===== src/rtl/neuron_sched.sv =====
// rtl/neuron_sched.sv - per-tick neuron address sweep with single-slot host access arbitration
// Optional: define NEURON_SCHED_EXT_PREEMPT_EN to let host requests pause an active sweep.
module neuron_sched #(
   parameter int NEURON_NO = 3072,
   parameter int EXT_AW    = 8,
   localparam int NA_W     = (NEURON_NO > 1) ? $clog2(NEURON_NO) : 1
) (
   input  logic              clk,
   input  logic              reset,
   input  logic              sys_en,
   input  logic              dt_tick,
   input  logic [1:0]        ext_req,
   input  logic [EXT_AW-1:0] ext_addr,
   input  logic              ovr_clr,
   output logic              en,
   output logic [NA_W-1:0]   n_addr,
   output logic              ext_re,
   output logic              ext_we,
   output logic [EXT_AW-1:0] ext_mem_addr,
   output logic              ext_ack,
   output logic              sweep_done,
   output logic              busy,
   output logic              overrun
);

   typedef enum logic [1:0] {IDLE, SWEEP, EXT, ACK} state_t;

   localparam logic [NA_W-1:0] LAST = NA_W'(NEURON_NO - 1);

   state_t state, state_d;

   logic              en_d, re_d, we_d, ack_d, done_d, busy_d, ovr_d, ovr_set;
   logic [NA_W-1:0]   n_addr_d;
   logic [EXT_AW-1:0] mem_addr_d;
   logic              pend, pend_d;
   logic              ign, ign_d;
   logic              resume, resume_d;
   logic              tick, host_req;

   assign tick = dt_tick & sys_en;
   // ign masks a request the host may still be holding in the cycle right after its ack
   assign host_req = ((ext_req == 2'd1) || (ext_req == 2'd2)) && !ign;

   always_comb begin
      state_d    = state;
      en_d       = 1'b0;
      n_addr_d   = n_addr;
      re_d       = 1'b0;
      we_d       = 1'b0;
      mem_addr_d = ext_mem_addr;
      ack_d      = 1'b0;
      done_d     = 1'b0;
      pend_d     = pend;
      ign_d      = 1'b0;
      resume_d   = resume;
      ovr_set    = 1'b0;
      case (state)
         IDLE: begin
            if (tick || pend) begin
               state_d  = SWEEP;
               en_d     = 1'b1;
               n_addr_d = '0;
               pend_d   = 1'b0;
            end else if (host_req) begin
               state_d    = EXT;
               mem_addr_d = ext_addr;
               re_d       = (ext_req == 2'd1);
               we_d       = (ext_req == 2'd2);
            end
         end
         SWEEP: begin
            ovr_set = dt_tick;
            if (n_addr == LAST) begin
               state_d  = IDLE;
               n_addr_d = '0;
               done_d   = 1'b1;
            end
`ifdef NEURON_SCHED_EXT_PREEMPT_EN
            else if (host_req) begin
               // n_addr holds the last swept address; resume picks up at n_addr+1
               state_d    = EXT;
               resume_d   = 1'b1;
               mem_addr_d = ext_addr;
               re_d       = (ext_req == 2'd1);
               we_d       = (ext_req == 2'd2);
            end
`endif
            else begin
               en_d     = 1'b1;
               n_addr_d = n_addr + NA_W'(1);
            end
         end
         EXT: begin
            state_d = ACK;
            ack_d   = 1'b1;
            if (resume) ovr_set = dt_tick;
            else if (tick) pend_d = 1'b1;
         end
         ACK: begin
            ign_d = 1'b1;
            if (resume) ovr_set = dt_tick;
            else if (tick) pend_d = 1'b1;
            if (resume) begin
               state_d  = SWEEP;
               en_d     = 1'b1;
               n_addr_d = n_addr + NA_W'(1);
               resume_d = 1'b0;
            end else begin
               state_d = IDLE;
            end
         end
         default: state_d = IDLE;
      endcase
      busy_d = (state_d != IDLE);
      ovr_d  = ovr_set | (overrun & ~ovr_clr);
   end

   always_ff @(posedge clk or negedge reset) begin
      if (!reset) begin
         state        <= IDLE;
         en           <= 1'b0;
         n_addr       <= '0;
         ext_re       <= 1'b0;
         ext_we       <= 1'b0;
         ext_mem_addr <= '0;
         ext_ack      <= 1'b0;
         sweep_done   <= 1'b0;
         busy         <= 1'b0;
         overrun      <= 1'b0;
         pend         <= 1'b0;
         ign          <= 1'b0;
         resume       <= 1'b0;
      end else begin
         state        <= state_d;
         en           <= en_d;
         n_addr       <= n_addr_d;
         ext_re       <= re_d;
         ext_we       <= we_d;
         ext_mem_addr <= mem_addr_d;
         ext_ack      <= ack_d;
         sweep_done   <= done_d;
         busy         <= busy_d;
         overrun      <= ovr_d;
         pend         <= pend_d;
         ign          <= ign_d;
         resume       <= resume_d;
      end
   end

endmodule


===== config.mk =====
export PLATFORM = sky130hd
export DESIGN_NAME = neuron_sched
export DESIGN_NICKNAME = d
export VERILOG_FILES = /design/src/rtl/neuron_sched.sv
export SDC_FILE = /design/constraint.sdc
export NUM_CORES = 1
export LEC_CHECK = 0
export ABC_CLOCK_PERIOD_IN_PS = 1800
export BUFFER_PORTS_ARGS = -buffer_cell sky130_fd_sc_hd__buf_2
export CAP_MARGIN = 20
export CORE_ASPECT_RATIO = 0.6
export CORE_MARGIN = 10
export CORE_UTILIZATION = 45
export DETAILED_ROUTE_END_ITERATION = 10
export PLACE_DENSITY = 0.82
export SETUP_SLACK_MARGIN = 0.05
export SYNTH_ARGS = -nofsm -noshare
export SYNTH_HDL_FRONTEND = slang
export SYNTH_SLANG_ARGS = --single-unit

===== constraint.sdc =====
create_clock -name clk -period 1.8 [get_ports clk]
set_input_delay 0.54 -clock clk [delete_from_list [all_inputs] [get_ports clk]]
set_output_delay 0.54 -clock clk [all_outputs]
set_load 0.01 [all_outputs]

==> impl_metrics.env <==
export IMPL_clock_sinks=31
export IMPL_status="complete, no violations"
export IMPL_grt_max_degree=32
export IMPL_leakagePower_uw=0.000897
export IMPL_dieArea_um2=5810
export IMPL_htreeDepth=2
export IMPL_worstSetupPathType="flip-flop to flip-flop"
export IMPL_cp_arrival_ps=1820
export IMPL_critPathCaptureType="flip-flop"
export IMPL_ys_seq_area_share_pct=55.5
export IMPL_initial_core_util_pct=47.7
export IMPL_crit_path_top_delay_cell="or4_4"
export IMPL_grt_use_total_pct=12.5
export IMPL_p_per_area_nw_per_um2=1440
export IMPL_yosysWarnings=0
export IMPL_clock_latency_ps=280
export IMPL_antenna_found_initial=0
export IMPL_power_uw=2660
export IMPL_setup_viol=0
export IMPL_io_pin_count=42
export IMPL_slew_headroom_pct=53.2
export IMPL_max_freq_mhz=604
export IMPL_placed_area_um2=1750
export IMPL_drt_iter0_markers=68
export IMPL_grt_pass1_wl_um=5920
export IMPL_drv_slew=0
export IMPL_numPortBuffers=41
export IMPL_hold_buffers=0
export IMPL_register_area_um2=778
export IMPL_crit_path_max_incr_delay_ps=620
export IMPL_drcViolationCount=0
export IMPL_rsz0062_at_grt="no"
export IMPL_synth_edf_count=0
export IMPL_drive_above_1_share_pct=44.9
export IMPL_syn2layout_area_growth_pct=32.3
export IMPL_cp_max_fo=7
export IMPL_fin_nets=195
export IMPL_syn_nets=140
export IMPL_wire_per_inst_um=15.9
export IMPL_final_common_cell="buf_2"
export IMPL_hp_class="primary input to asynchronous set/reset pin"
export IMPL_synth_flop_cell="dfrtp_1"
export IMPL_drt_first_pass_iters=4
export IMPL_dieHeight_um=63.2
export IMPL_start_kind="flip-flop"
export IMPL_grt_pass1_vias=1182
export IMPL_diodes=0
export IMPL_vias_per_cell=5.21
export IMPL_drt_wl_total_um=3500
export IMPL_synth_cell_types=37
export IMPL_worst_ep_required_time_ps=1960
export IMPL_cts_setup_buffers=0
export IMPL_synth_area_um2=1400
export IMPL_final_cell_area_um2=1850
export IMPL_cp_cell_sequence="nand4_2 -> or4_4 -> a21oi_4 -> nor2_1"
export IMPL_ir_drop_mv=0.687
export IMPL_ant_nets=0
export IMPL_grt_overflow_total=0
export IMPL_nFillCells=236
export IMPL_coreArea_um2=2930
export IMPL_r2r_cells=4
export IMPL_max_slew_worst_pin_slew_ps=701
export IMPL_num_vias=1146
export IMPL_hpwlAfterDp_um=2640
export IMPL_cts_buffers_inserted=5
export IMPL_drv_cap=0
export IMPL_cts_root_buf="clkbuf_8"
export IMPL_whs_ps=302
export IMPL_finClkSkew_ps=3.45
export IMPL_mostFrequentLayoutCells="buf_2, dfrtp_1, buf_4, mux2_2, nor2_1"
export IMPL_post_route_period_util_pct=92.0
export IMPL_hold_viol_final=0
export IMPL_final_util_pct=63.2
export IMPL_path_clk_slew_ps=60
export IMPL_period_needed_ps=1660
export IMPL_cts_buffer_depth=2
export IMPL_ys_async_sr_fraction_pct=100
export IMPL_multi_input_area_um2=608
export IMPL_ys_ff_latch=31
export IMPL_syn_avg_cell_area_um2=11.5
export IMPL_die_w_um=91.9
export IMPL_gp_congestion=0.830
export IMPL_rows=15
export IMPL_syn_inst=122
export IMPL_cts_tree="yes"
[cell families after synthesis]
| family | synth area share [%] |
|---|---|
| AO/OA/AOI/OAI | 7.97 |
| XOR/XNOR | 4.39 |
| adder cells (fa/ha/maj) | 2.69 |
| buffers and inverters | 2.77 |
| flip-flops | 55.5 |
| multiplexers | 7.25 |
| AND/OR/NAND/NOR | 19.4 |
[flip-flops by register name, indices dropped and copies added, names as in the netlist]
name          cells
n_addr           12
ext_mem_addr      8
state             2
busy              1
en                1
ext_ack           1
ext_re            1
ext_we            1
ign               1
overrun           1
pend              1
sweep_done        1
[layer usage]
layer / share of wire [%] / vias to the layer above / GRT usage, %
met5: 0 / - / 0
met4: 1.3 / 0 / 4.60
met3: 7.4 / 5 / 5.32
met2: 49 / 40 / 19.5
met1: 42 / 554 / 14.8
li1: - / 547 / -
[report_power, final]
| group | internal (uW) | switching, uW |
|---|---|---|
| clock network | 349 | 247 |
| logic | 476 | 528 |
| registers | 905 | 158 |
| total | 1730 | 933 |
[critical path, delay by kind of cell (launching register included)]
family	cells	cell delay, ps
DFF	1	420
and+or+nand+nor	3	860
AOI/OAI and AO/OA	1	260
[metrics by stage]
| stage | setup slack (ps) | instances | TNS, ps |
|---|---|---|---|
| after floorplan | 83.2 | 122 | 0 |
| after global placement | -64.4 | 212 | -354 |
| after detailed placement | -136 | 212 | -1010 |
| after CTS | 114 | 220 | 0 |
| after global routing | 52.0 | 220 | 0 |
| final | 145 | 220 | 0 |
[timing repair]
action	CTS	global route
endpoints found under the setup margin	0	8
endpoints found under the hold margin	0	0
gates resized for setup	0	2
[Yosys cell counts (2+ instances only)]
library cell  instances  area (um^2)
nor3_1                4         20.0
o21ai_0               4         20.0
nor2_1                8         30.0
nand4_1               2         12.5
nor4_1                4         25.0
inv_1                 6         22.5
clkbuf_1              2         7.51
nand2b_1              3         18.8
or3_1                 2         12.5
ha_1                  3         37.5
mux2_2                9          101
xnor2_1               7         61.3
nand2_1               6         22.5
nor2b_1               3         18.8
nand3_1               4         20.0
and3_1                2         12.5
a31oi_1               2         12.5
dfrtp_1              31          776
a21oi_1               2         10.0
[final timing paths]
path                                             startpoint  slack [ps]                     endpoint
worst max-delay path                  n_addr[6]$_DFFE_PN0P_         140        n_addr[8]$_DFFE_PN0P_
worst min-delay path                                  reset         300        n_addr[4]$_DFFE_PN0P_
worst max register to register        n_addr[6]$_DFFE_PN0P_         140        n_addr[8]$_DFFE_PN0P_
worst min register to register  ext_mem_addr[7]$_DFFE_PN0P_         500  ext_mem_addr[7]$_DFFE_PN0P_
max in group asynchronous                             reset        1010        n_addr[5]$_DFFE_PN0P_
min in group clk                                    ovr_clr         450            overrun$_DFF_PN0_
[cell type report]
type	count	area share, %
clock buffers	8	5.41
flip-flops and latches	31	42.1
inverters	6	1.22
repair buffers	52	15.6
well taps	42	2.84
multi-input cells	81	32.9
(Power assumes the default switching activity.)
